<file path="src/rtl/spi_reg_ctrl_if.sv">
// Bundle of command, response, AXIS and chip-select signals around spi_reg_ctrl.
// slave = the sequencer's view, master = the view of the surrounding system/bench.
interface spi_reg_ctrl_if #(
  parameter int DATA_WIDTH   = 8,
  parameter int CS_CNT_WIDTH = 8
);
  logic                    cmd_valid;
  logic                    cmd_ready;
  logic                    cmd_rw;
  logic [DATA_WIDTH-2:0]   cmd_addr;
  logic [DATA_WIDTH-1:0]   cmd_wdata;

  logic                    rsp_valid;
  logic                    rsp_ready;
  logic [DATA_WIDTH-1:0]   rsp_rdata;
  logic                    rsp_error;

  logic [DATA_WIDTH-1:0]   m_axis_tdata;
  logic                    m_axis_tvalid;
  logic                    m_axis_tready;
  logic [DATA_WIDTH-1:0]   s_axis_tdata;
  logic                    s_axis_tvalid;
  logic                    s_axis_tready;

  logic [CS_CNT_WIDTH-1:0] cs_setup;
  logic [CS_CNT_WIDTH-1:0] cs_hold;
  logic [CS_CNT_WIDTH-1:0] cs_gap;
  logic                    cs_n;
  logic                    busy;

  modport slave (
    input  cmd_valid, cmd_rw, cmd_addr, cmd_wdata,
    input  rsp_ready,
    input  m_axis_tready, s_axis_tdata, s_axis_tvalid,
    input  cs_setup, cs_hold, cs_gap,
    output cmd_ready, rsp_valid, rsp_rdata, rsp_error,
    output m_axis_tdata, m_axis_tvalid, s_axis_tready,
    output cs_n, busy
  );

  modport master (
    output cmd_valid, cmd_rw, cmd_addr, cmd_wdata,
    output rsp_ready,
    output m_axis_tready, s_axis_tdata, s_axis_tvalid,
    output cs_setup, cs_hold, cs_gap,
    input  cmd_ready, rsp_valid, rsp_rdata, rsp_error,
    input  m_axis_tdata, m_axis_tvalid, s_axis_tready,
    input  cs_n, busy
  );
endinterface

</file>
<file path="src/rtl/spi_reg_ctrl.sv">
// Register-access sequencer: one command -> cs_n-framed {rw,addr} + data SPI frame.
// Define SPI_REG_CTRL_TIMEOUT_EN to add the 16-bit rx watchdog and rsp_error.
module spi_reg_ctrl #(
  parameter int DATA_WIDTH   = 8,
  parameter int CS_CNT_WIDTH = 8
) (
  input  logic         clk,
  input  logic         rst,
  spi_reg_ctrl_if.slave bus
);

  localparam int AW = DATA_WIDTH - 1;

  typedef enum logic [2:0] {
    IDLE, SETUP, HDR, HWAIT, DATA, DWAIT, HOLD, RESP
  } state_t;

  // Every counted state lasts at least one cycle, so 0 and 1 both mean one cycle.
  function automatic logic cnt_last(input logic [CS_CNT_WIDTH-1:0] c);
    return (c <= CS_CNT_WIDTH'(1));
  endfunction

  function automatic logic [CS_CNT_WIDTH-1:0] cnt_dec(input logic [CS_CNT_WIDTH-1:0] c);
    return (c == '0) ? '0 : c - CS_CNT_WIDTH'(1);
  endfunction

  state_t                  state_q, state_d;
  logic [CS_CNT_WIDTH-1:0] cnt_q, cnt_d;
  logic                    cs_n_q, cs_n_d;
  logic                    cmd_ready_q, cmd_ready_d;
  logic                    busy_q, busy_d;
  logic                    tvalid_q, tvalid_d;
  logic                    rsp_valid_q, rsp_valid_d;
  logic [DATA_WIDTH-1:0]   rdata_q, rdata_d;

  logic                    rw_q, rw_d;
  logic [AW-1:0]           addr_q, addr_d;
  logic [DATA_WIDTH-1:0]   wdata_q, wdata_d;
  logic [DATA_WIDTH-1:0]   tdata_q, tdata_d;

`ifdef SPI_REG_CTRL_TIMEOUT_EN
  logic [15:0]             wdog_q, wdog_d;
  logic                    err_q, err_d;
`endif

  always_comb begin
    state_d     = state_q;
    cnt_d       = cnt_q;
    cs_n_d      = cs_n_q;
    tvalid_d    = tvalid_q;
    rsp_valid_d = rsp_valid_q;
    rdata_d     = rdata_q;
    rw_d        = rw_q;
    addr_d      = addr_q;
    wdata_d     = wdata_q;
    tdata_d     = tdata_q;
`ifdef SPI_REG_CTRL_TIMEOUT_EN
    err_d       = err_q;
    wdog_d      = wdog_q;
`endif

    case (state_q)
      IDLE: begin
        if (bus.cmd_valid && cmd_ready_q) begin
          rw_d    = bus.cmd_rw;
          addr_d  = bus.cmd_addr;
          wdata_d = bus.cmd_wdata;
          cnt_d   = bus.cs_setup;
          cs_n_d  = 1'b0;
          state_d = SETUP;
`ifdef SPI_REG_CTRL_TIMEOUT_EN
          err_d   = 1'b0;
`endif
        end
      end
      SETUP: begin
        if (cnt_last(cnt_q)) begin
          tvalid_d = 1'b1;
          tdata_d  = {rw_q, addr_q};
          state_d  = HDR;
        end else begin
          cnt_d = cnt_dec(cnt_q);
        end
      end
      HDR: begin
        if (bus.m_axis_tready) begin
          tvalid_d = 1'b0;
          state_d  = HWAIT;
        end
      end
      HWAIT: begin
        if (bus.s_axis_tvalid) begin
          tvalid_d = 1'b1;
          tdata_d  = rw_q ? '0 : wdata_q;
          state_d  = DATA;
        end
      end
      DATA: begin
        if (bus.m_axis_tready) begin
          tvalid_d = 1'b0;
          state_d  = DWAIT;
        end
      end
      DWAIT: begin
        if (bus.s_axis_tvalid) begin
          rdata_d = bus.s_axis_tdata;
          cnt_d   = bus.cs_hold;
          state_d = HOLD;
        end
      end
      HOLD: begin
        if (cnt_last(cnt_q)) begin
          cs_n_d      = 1'b1;
          rsp_valid_d = 1'b1;
          cnt_d       = bus.cs_gap;
          state_d     = RESP;
        end else begin
          cnt_d = cnt_dec(cnt_q);
        end
      end
      RESP: begin
        // Response handshake and cs_n gap run in parallel; leave only when both are done.
        if (rsp_valid_q && bus.rsp_ready) rsp_valid_d = 1'b0;
        cnt_d = cnt_dec(cnt_q);
        if ((!rsp_valid_q || bus.rsp_ready) && cnt_last(cnt_q)) state_d = IDLE;
      end
      default: state_d = IDLE;
    endcase

`ifdef SPI_REG_CTRL_TIMEOUT_EN
    // wdog counts cycles already spent in the wait state; 0xFFFE here means 0xFFFF cycles.
    if (state_d != state_q) begin
      wdog_d = '0;
    end else if (state_q == HWAIT || state_q == DWAIT) begin
      if (wdog_q == 16'hFFFE) begin
        rdata_d = '0;
        err_d   = 1'b1;
        cnt_d   = bus.cs_hold;
        wdog_d  = '0;
        state_d = HOLD;
      end else begin
        wdog_d = wdog_q + 16'd1;
      end
    end
`endif

    cmd_ready_d = (state_d == IDLE);
    busy_d      = (state_d != IDLE);
  end

  always_ff @(posedge clk) begin
    if (rst) begin
      state_q     <= IDLE;
      cnt_q       <= '0;
      cs_n_q      <= 1'b1;
      cmd_ready_q <= 1'b0;
      busy_q      <= 1'b0;
      tvalid_q    <= 1'b0;
      rsp_valid_q <= 1'b0;
      rdata_q     <= '0;
`ifdef SPI_REG_CTRL_TIMEOUT_EN
      wdog_q      <= '0;
      err_q       <= 1'b0;
`endif
    end else begin
      state_q     <= state_d;
      cnt_q       <= cnt_d;
      cs_n_q      <= cs_n_d;
      cmd_ready_q <= cmd_ready_d;
      busy_q      <= busy_d;
      tvalid_q    <= tvalid_d;
      rsp_valid_q <= rsp_valid_d;
      rdata_q     <= rdata_d;
`ifdef SPI_REG_CTRL_TIMEOUT_EN
      wdog_q      <= wdog_d;
      err_q       <= err_d;
`endif
    end
  end

  // Command and outgoing word registers carry data only and need no reset.
  always_ff @(posedge clk) begin
    rw_q    <= rw_d;
    addr_q  <= addr_d;
    wdata_q <= wdata_d;
    tdata_q <= tdata_d;
  end

  assign bus.cmd_ready     = cmd_ready_q;
  assign bus.busy          = busy_q;
  assign bus.cs_n          = cs_n_q;
  assign bus.m_axis_tvalid = tvalid_q;
  assign bus.m_axis_tdata  = tdata_q;
  assign bus.s_axis_tready = 1'b1;
  assign bus.rsp_valid     = rsp_valid_q;
  assign bus.rsp_rdata     = rdata_q;
`ifdef SPI_REG_CTRL_TIMEOUT_EN
  assign bus.rsp_error     = err_q;
`else
  assign bus.rsp_error     = 1'b0;
`endif

endmodule

</file>
<file path="src/flat_wrapper.sv">
// flat-port wrapper written by rule: the top's interface ports become plain ports
module spi_reg_ctrl_flat 
#(
  parameter int DATA_WIDTH   = 8,
  parameter int CS_CNT_WIDTH = 8
)
  (clk, rst, bus_cmd_valid, bus_cmd_rw, bus_cmd_addr, bus_cmd_wdata, bus_rsp_ready, bus_m_axis_tready, bus_s_axis_tdata, bus_s_axis_tvalid, bus_cs_setup, bus_cs_hold, bus_cs_gap, bus_cmd_ready, bus_rsp_valid, bus_rsp_rdata, bus_rsp_error, bus_m_axis_tdata, bus_m_axis_tvalid, bus_s_axis_tready, bus_cs_n, bus_busy);
  spi_reg_ctrl_if #(.DATA_WIDTH(DATA_WIDTH), .CS_CNT_WIDTH(CS_CNT_WIDTH)) bus_i ();
  input  logic clk;
  input  logic rst;
  input wire logic [$bits(bus_i.cmd_valid)-1:0] bus_cmd_valid;
  input wire logic [$bits(bus_i.cmd_rw)-1:0] bus_cmd_rw;
  input wire logic [$bits(bus_i.cmd_addr)-1:0] bus_cmd_addr;
  input wire logic [$bits(bus_i.cmd_wdata)-1:0] bus_cmd_wdata;
  input wire logic [$bits(bus_i.rsp_ready)-1:0] bus_rsp_ready;
  input wire logic [$bits(bus_i.m_axis_tready)-1:0] bus_m_axis_tready;
  input wire logic [$bits(bus_i.s_axis_tdata)-1:0] bus_s_axis_tdata;
  input wire logic [$bits(bus_i.s_axis_tvalid)-1:0] bus_s_axis_tvalid;
  input wire logic [$bits(bus_i.cs_setup)-1:0] bus_cs_setup;
  input wire logic [$bits(bus_i.cs_hold)-1:0] bus_cs_hold;
  input wire logic [$bits(bus_i.cs_gap)-1:0] bus_cs_gap;
  output wire logic [$bits(bus_i.cmd_ready)-1:0] bus_cmd_ready;
  output wire logic [$bits(bus_i.rsp_valid)-1:0] bus_rsp_valid;
  output wire logic [$bits(bus_i.rsp_rdata)-1:0] bus_rsp_rdata;
  output wire logic [$bits(bus_i.rsp_error)-1:0] bus_rsp_error;
  output wire logic [$bits(bus_i.m_axis_tdata)-1:0] bus_m_axis_tdata;
  output wire logic [$bits(bus_i.m_axis_tvalid)-1:0] bus_m_axis_tvalid;
  output wire logic [$bits(bus_i.s_axis_tready)-1:0] bus_s_axis_tready;
  output wire logic [$bits(bus_i.cs_n)-1:0] bus_cs_n;
  output wire logic [$bits(bus_i.busy)-1:0] bus_busy;
  assign bus_i.cmd_valid = bus_cmd_valid;
  assign bus_i.cmd_rw = bus_cmd_rw;
  assign bus_i.cmd_addr = bus_cmd_addr;
  assign bus_i.cmd_wdata = bus_cmd_wdata;
  assign bus_i.rsp_ready = bus_rsp_ready;
  assign bus_i.m_axis_tready = bus_m_axis_tready;
  assign bus_i.s_axis_tdata = bus_s_axis_tdata;
  assign bus_i.s_axis_tvalid = bus_s_axis_tvalid;
  assign bus_i.cs_setup = bus_cs_setup;
  assign bus_i.cs_hold = bus_cs_hold;
  assign bus_i.cs_gap = bus_cs_gap;
  assign bus_cmd_ready = bus_i.cmd_ready;
  assign bus_rsp_valid = bus_i.rsp_valid;
  assign bus_rsp_rdata = bus_i.rsp_rdata;
  assign bus_rsp_error = bus_i.rsp_error;
  assign bus_m_axis_tdata = bus_i.m_axis_tdata;
  assign bus_m_axis_tvalid = bus_i.m_axis_tvalid;
  assign bus_s_axis_tready = bus_i.s_axis_tready;
  assign bus_cs_n = bus_i.cs_n;
  assign bus_busy = bus_i.busy;
  spi_reg_ctrl #(.DATA_WIDTH(DATA_WIDTH), .CS_CNT_WIDTH(CS_CNT_WIDTH)) u_core (.clk(clk), .rst(rst), .bus(bus_i));
endmodule
</file>
<file path="config.mk">
export PLATFORM = sky130hd
export DESIGN_NAME = spi_reg_ctrl_flat
export DESIGN_NICKNAME = d
export VERILOG_FILES = /design/src/rtl/spi_reg_ctrl_if.sv /design/src/rtl/spi_reg_ctrl.sv /design/src/flat_wrapper.sv
export SDC_FILE = /design/constraint.sdc
export NUM_CORES = 1
export LEC_CHECK = 0
export CORE_AREA = 2 2 79 81
export CTS_CLUSTER_SIZE = 20
export DETAILED_ROUTE_END_ITERATION = 8
export DIE_AREA = 0 0 81 83
export PLACE_DENSITY = 0.78
export REMOVE_ABC_BUFFERS = 1
export SETUP_SLACK_MARGIN = 0.05
export SKIP_CTS_REPAIR_TIMING = 1
export SLEW_MARGIN = 20
export SYNTH_ARGS = -nofsm -noshare
export SYNTH_HDL_FRONTEND = slang
export SYNTH_SLANG_ARGS = --single-unit
</file>
<file path="constraint.sdc">
create_clock -name clk -period 2.6 [get_ports clk]
set_clock_uncertainty 0.1 [all_clocks]
set_input_delay 0.39 -clock clk [delete_from_list [all_inputs] [get_ports clk]]
set_output_delay 0.39 -clock clk [all_outputs]
set_load 0.05 [all_outputs]
</file>
==> results of run 1 <==
==> where the power goes <==
group	switching [W]	total [W]	internal, W
Sequential	0.000133	0.00111	0.000973
Clock	0.000246	0.000433	0.000187
Combinational	0.000805	0.00141	0.000607
==> metrics by stage <==
| stage | hold slack [ps] | util (%) | cell area (um2) |
|---|---|---|---|
| 6_report | 356 | 57.1 | 3320 |
| 3_3_place_gp | 343 | 55.6 | 3230 |
| 3_5_place_dp | 349 | 55.6 | 3230 |
| 2_1_floorplan | 359 | - | 2310 |
| 5_1_grt | 388 | 57.1 | 3320 |
| 4_1_cts | 361 | 57.0 | 3310 |
==> cell type report <==
type / instances / share of cell area [%]
Clock buffer: 6 / 2.18
Clock inverter: 2 / 0.339
Inverter: 9 / 1.02
Multi-Input combinational cell: 184 / 32.7
Sequential cell: 48 / 36.2
Tap cell: 75 / 2.82
Timing Repair Buffer: 85 / 24.8
==> worst paths after layout <==
check,start,endpoint,slack [ps],cells past startpoint
max reg2reg,u_core.cnt_q[0],u_core.cnt_q[5],240,8
min,u_core.bus.rsp_rdata[7],u_core.bus.rsp_rdata[7],360,2
min reg2reg,u_core.bus.rsp_rdata[7],u_core.bus.rsp_rdata[7],360,2
max,u_core.cnt_q[0],u_core.cnt_q[5],240,8
==> metal layers <==
metal	track usage (%)	part of all wire (%)	up-vias
met3	3.26	7.1	7
met4	5.55	1.4	0
met2	31.0	50	84
met5	0	0	-
met1	21.5	42	989
li1	-	-	1062
==> cell usage in the layout, fill, tap and decap left out, drive strengths merged, types with 3 or more instances in the layout <==
cell type and count:
clkdlybuf4s50 74, nand2 45, a21oi 28, edfxtp 24, dfxtp 24, nor2 16
nand2b 11, buf 11, inv 9, o21ai 9, a211oi 8, clkbuf 6
nor3 5, o22ai 4, nand4 4, a31oi 4, a21o 4, a221oi 4
nand3 4, or2 3, xnor2 3, ha 3, o21bai 3
==> critical path, delay by kind of cell, from the launching register on <==
family	cells	cell delay, ps
buffers and inverters	2	280
AOI/OAI and AO/OA	4	810
adders and majority gates	1	250
and+or+nand+nor	1	360
DFF	1	450
==> registers in the layout, indices dropped and copies added (netlist names) <==
signal / count
u_core.addr_q: 7
u_core.bus.busy: 1
u_core.bus.cmd_ready: 1
u_core.bus.cs_n: 1
u_core.bus.m_axis_tdata: 8
u_core.bus.m_axis_tvalid: 1
u_core.bus.rsp_rdata: 8
u_core.bus.rsp_valid: 1
u_core.cnt_q: 8
u_core.rw_q: 1
u_core.state_q: 3
u_core.wdata_q: 8
==> kinds of logic (layout without fill, tap and decap cells) <==
group	after synthesis	count (layout)
other	2	2
muxes	4	4
xor gates and xnor gates	4	4
and+or+nand+nor	100	100
buffers and inverters	24	102
DFF	48	48
adders and majority gates	3	3
AOI/OAI and AO/OA	71	71
==> implementation parameters, run 1 <==
Parameter                              Value

Setup path
  Worst stage delay on the critical path    450 ps
  Data required, critical path    2700 ps
  Critical Path Start Type    flop
  Cell chain of the critical path    inv_1 -> ha_1 -> or2_2 -> a2bb2oi_1 -> a31oi_1 -> buf_4 -> a211oi_1 -> a2111oi_2
  Crit-path max FO    7
  Critical path start-end classification    reg -> reg
  Crit path max-delay cell type    sky130_fd_sc_hd__dfxtp_1
  Type of element capturing the critical path    flop
  Arrival time at the worst endpoint    2460 ps

Layout
  Area of the multi-input gates    1090 um2
  Combined flip-flop and latch cell area    1200 um2
  Share of final-layout standard cells stronger than drive strength 1    8.68%
  Ant diodes    0
  Total of fill cells in the finished design    545
  Final net count    390
  Syn-to-layout area delta    39.2%
  Finished Layout Cells    409

Synth
  Largest family of logic cells by synthesized area    simple AND/OR/NAND/NOR gates
  Register area share after synthesis    50.3%
  Cells after Synth    256
  Dominant cell type by area after synthesis    sky130_fd_sc_hd__edfxtp_1
  Leading cell types by count after synthesis    sky130_fd_sc_hd__nand2_1, sky130_fd_sc_hd__a21oi_1, sky130_fd_sc_hd__dfxtp_1, sky130_fd_sc_hd__edfxtp_1, sky130_fd_sc_hd__nor2_1
  Area share of fa/ha/maj cells after synthesis    1.57%
  Post-synthesis mux area share    1.78%
  Post-synthesis area per instance    9.32 um2
  Ys flop type    sky130_fd_sc_hd__edfxtp_1
  Top post-synthesis cells by area    sky130_fd_sc_hd__edfxtp_1, sky130_fd_sc_hd__dfxtp_1, sky130_fd_sc_hd__nand2_1
  Synthesized-area fraction occupied by ao, oa, aoi and oai cells    19.2%
  Post-synth EDFFs    24
  Unique cell type count in the Yosys netlist    46
  Number of warnings issued by yosys    0
  Fraction of synthesized cell area taken by the top area cell type    30.2%
  Most common cell in the synthesized netlist    sky130_fd_sc_hd__nand2_1
  Async SR Flop Fraction    0%
  Register bit total from synthesis    48
  Synth Cell Area    2390 um2
  Xor/xnor cell area share of the yosys netlist    1.47%
  Simple-gate area share of the yosys netlist    20.7%

Global route
  Global-route total usage across every layer    17.7%
  Number of antenna violations at the first check in global routing    0
  Global-route wire length before repair    9.20 mm
  Maximum number of pins on one net before global-route repair    23
  Global route total overflow    0
  Vias in the first global route    1,970

Status
  Run status    finished, final reports clean

Hold path
  Hold crit path type    reg -> reg

Die
  Starting Density    41.0%
  Placement row count    28
  Overall die area    6720 um2
  Core region area    5820 um2
  Top-Level Pins    77
  Die X    81 um
  Vert. Die Dim    83 um

Placement
  HPWL after DPL    4.33 mm
  Number of instances in the placed design    401
  Port Buffer Count    74
  Gpl congestion    0.874
  Post-placement worst setup slack    187 ps

Pwr
  P_leak    1.18 nW
  Largest voltage drop on the vdd net    481 uV
  Power density over the cells    888 nW/um2
  Tot Pwr    0.00295 W

Clock tree
  Clock latency of the later-clocked register in the worst-skew pair    300 ps
  Total number of clock tree sinks    48
  Clock tree from TritonCTS    built
  Total CTS buffers    5
  Root Driver    sky130_fd_sc_hd__clkbuf_8
  Max Buffers Root-to-Sink    2
  Clock-pin slew on the worst setup and hold paths    90 ps
  Number of H-tree levels    2

Timing
  Max-slew violations    0
  Worst max-slew margin expressed relative to the limit    41.0%
  Setup repair after global routing missed its margin    false
  Aggregate negative setup slack    0 ps
  Total setup violations reported at the end of the flow    0
  F_max    0.424 GHz
  Clock period minus final worst setup slack    2360 ps
  Slew @ Worst Pin    885 ps
  Share of the clock period used by the worst path    90.6%
  Number of failing hold endpoints at the final stage    0
  Setup slack after layout    244 ps

Drt
  Average vias per placed instance    5.24
  DRC viols    0
  Antenna Violating Nets Remaining    0
  Routed Wire Length    5.96 mm
  Average routed wire per standard cell    14.6 um
  Number of iterations in the first detailed-routing pass    4
  Detailed Route Iter0 Violations    187
  Count of vias placed by the detailed router    2,142

Flow run
  Max capacitance violation total    0
(Power assumes the default switching activity.)
==> run 2: changes to the inputs <==
--- a/config.mk
+++ b/config.mk
@@ -9,7 +9,7 @@
 export CTS_CLUSTER_SIZE = 20
 export DETAILED_ROUTE_END_ITERATION = 8
 export DIE_AREA = 0 0 81 83
-export PLACE_DENSITY = 0.78
+export PLACE_DENSITY_LB_ADDON = 0.15
 export REMOVE_ABC_BUFFERS = 1
 export SETUP_SLACK_MARGIN = 0.05
 export SKIP_CTS_REPAIR_TIMING = 1
==> constraint.sdc (replaced) <==
create_clock -name clk -period 1.94 [get_ports clk]
set_clock_uncertainty 0.1 [all_clocks]
set_input_delay 0.291 -clock clk [delete_from_list [all_inputs] [get_ports clk]]
set_output_delay 0.291 -clock clk [all_outputs]
set_load 0.05 [all_outputs]
==> run 2 against run 1 <==
Net effect:
- the run now ends with negative setup slack left
- setup slack got worse by 240 ps
- largest cell class is now multi-input gates
- combinational power increased by 100%
- sequential power increased by 32%
==> implementation parameters, run 2 (same netlist as run 1, synthesis figures left out) <==
Parameter                              Value

Hold path
  Hold crit path type    reg -> reg (unchanged)

Drt
  Number of iterations in the first detailed-routing pass    4 (unchanged)
  Detailed Route Iter0 Violations    113 (was 187)
  Average routed wire per standard cell    14.0 um (was 14.6 um)
  Count of vias placed by the detailed router    2,270 (was 2,142)
  Average vias per placed instance    5.09 (was 5.24)
  Antenna Violating Nets Remaining    0 (unchanged)
  Routed Wire Length    6.23 mm (was 5.96 mm)
  DRC viols    0 (unchanged)

Layout
  Ant diodes    0 (unchanged)
  Most frequent cells in the layout    sky130_fd_sc_hd__clkdlybuf4s50_1, sky130_fd_sc_hd__nand2_1, sky130_fd_sc_hd__buf_4 (was sky130_fd_sc_hd__clkdlybuf4s50_1, sky130_fd_sc_hd__nand2_1, sky130_fd_sc_hd__a21oi_1)
  Finished Core Util    65.9% (was 57.1%)
  Share of final-layout standard cells stronger than drive strength 1    26.1% (was 8.68%)
  Syn-to-layout area delta    60.6% (was 39.2%)
  Final net count    427 (was 390)
  Most frequent standard cell in the layout excluding fill and tap cells    sky130_fd_sc_hd__clkdlybuf4s50_1 (unchanged)

Die
  Die X    81 um (unchanged)
  Vert. Die Dim    83 um (unchanged)
  Overall die area    6720 um2 (unchanged)
  Placement row count    28 (unchanged)
  Starting Density    41.0% (unchanged)
  Core region area    5820 um2 (unchanged)
  Top-Level Pins    77 (unchanged)

Clock tree
  Max Buffers Root-to-Sink    2 (unchanged)
  Total number of clock tree sinks    48 (unchanged)
  Total CTS buffers    5 (unchanged)
  Number of H-tree levels    2 (unchanged)
  Clock latency of the later-clocked register in the worst-skew pair    310 ps (was 300 ps)
  Clock tree from TritonCTS    built (unchanged)
  Clock-pin slew on the worst setup and hold paths    90 ps (about the same)
  Root Driver    sky130_fd_sc_hd__clkbuf_8 (unchanged)

Timing
  F_max    0.515 GHz (was 0.424 GHz)
  Clock period minus final worst setup slack    1940 ps (was 2360 ps)
  Max-slew violations    0 (unchanged)
  Share of the clock period used by the worst path    100% (was 90.6%)
  Worst max-slew margin expressed relative to the limit    65.9% (was 41.0%)
  Setup repair after global routing missed its margin    true (was false)
  Total setup violations reported at the end of the flow    1 (was 0)
  Number of failing hold endpoints at the final stage    0 (unchanged)
  Slew @ Worst Pin    510 ps (was 885 ps)
  Setup slack after layout    -0.649 ps (was 244 ps)

Setup path
  Type of element capturing the critical path    flop (unchanged)
  Crit-path max FO    4 (was 7)
  Data required, critical path    2050 ps (was 2700 ps)
  Arrival time at the worst endpoint    2050 ps (was 2460 ps)
  Critical Path Start Type    flop (unchanged)
  Critical path start-end classification    reg -> reg (unchanged)

Pwr
  Power density over the cells    1290 nW/um2 (was 888 nW/um2)
  Largest voltage drop on the vdd net    799 uV (was 481 uV)
  P_leak    1.44 nW (was 1.18 nW)
  Tot Pwr    0.00493 W (was 0.00295 W)

Global route
  Maximum number of pins on one net before global-route repair    19 (was 23)
  Global route total overflow    0 (unchanged)
  Global-route wire length before repair    9.38 mm (was 9.20 mm)
  Number of antenna violations at the first check in global routing    0 (unchanged)
  Global-route total usage across every layer    17.8% (was 17.7%)
  Vias in the first global route    2,048 (was 1,970)

Placement
  HPWL after DPL    4.37 mm (was 4.33 mm)
  Gpl congestion    0.868 (was 0.874)
  Port Buffer Count    74 (unchanged)

Flow run
  Max capacitance violation total    0 (unchanged)

Status
  Violated checks    negative setup slack
  Run status    complete, but fails checks (was finished, final reports clean)
==> run 2: cell count changes in the layout (fill, tap and decap cells not counted), sizes merged <==
cell | before | now
clkbuf | 6 | 5
buf | 11 | 50
dlymetal6s2s | 0 | 2
clkdlybuf4s50 | 74 | 70
inv | 9 | 10
==> run 2: stage by stage <==
stage	setup TNS [ps]	setup WS, ps	cells	area [um2]	hold WS, ps
5_1_grt	-252	-70.9	446	3830	378
3_5_place_dp	-3420	-263	428	3430	347
4_1_cts	-2380	-203	436	3510	360
6_report	-0.649	-0.649	446	3830	357
3_3_place_gp	-2790	-243	428	3430	342
2_1_floorplan	-12940	-895	241	2310	260
==> run 2: cell type report <==
type / count / area (um2)
timing repair buffer: 122 / 1140
inverter: 9 / 33.8
clock inverter: 3 / 17.5
clock buffer: 5 / 68.8
sequential: 48 / 1210
tap: 75 / 93.8
multi-input combinational: 184 / 1270
fill: 498 / 1980
==> run 2: routing by layer <==
metal / wire [um] / up-vias / GRT usage (%)
li1: - / 1137 / -
met1: 2740 / 1052 / 24.7
met4: 109 / 0 / 5.08
met5: 0 / - / 0
met2: 2980 / 71 / 28.2
met3: 399 / 10 / 3.37
==> run 2: power breakdown <==
group	internal, W	switching, W
Combinational	0.00143	0.00144
Clock	0.000251	0.000349
Sequential	0.00131	0.000159
Total	0.00299	0.00194
==> run 2: final timing paths <==
kind	depth (start not counted)	startpoint	endpoint	slack, ps
max	8	u_core.cnt_q[0]	u_core.cnt_q[2]	-0.6
min	2	u_core.bus.rsp_rdata[6]	u_core.bus.rsp_rdata[6]	360
max reg2reg	8	u_core.cnt_q[0]	u_core.cnt_q[2]	-0.6
min reg2reg	2	u_core.bus.rsp_rdata[6]	u_core.bus.rsp_rdata[6]	360
==> run 2: critical path, cell delays in order (launching register included) <==
cell                        delay, ps
sky130_fd_sc_hd__dfxtp_2          350
sky130_fd_sc_hd__buf_6            120
sky130_fd_sc_hd__ha_4             140
sky130_fd_sc_hd__or2_4            260
sky130_fd_sc_hd__a2bb2oi_4        160
sky130_fd_sc_hd__a31oi_4          190
sky130_fd_sc_hd__buf_6            150
sky130_fd_sc_hd__nand2_4           50
sky130_fd_sc_hd__a2111oi_4        330
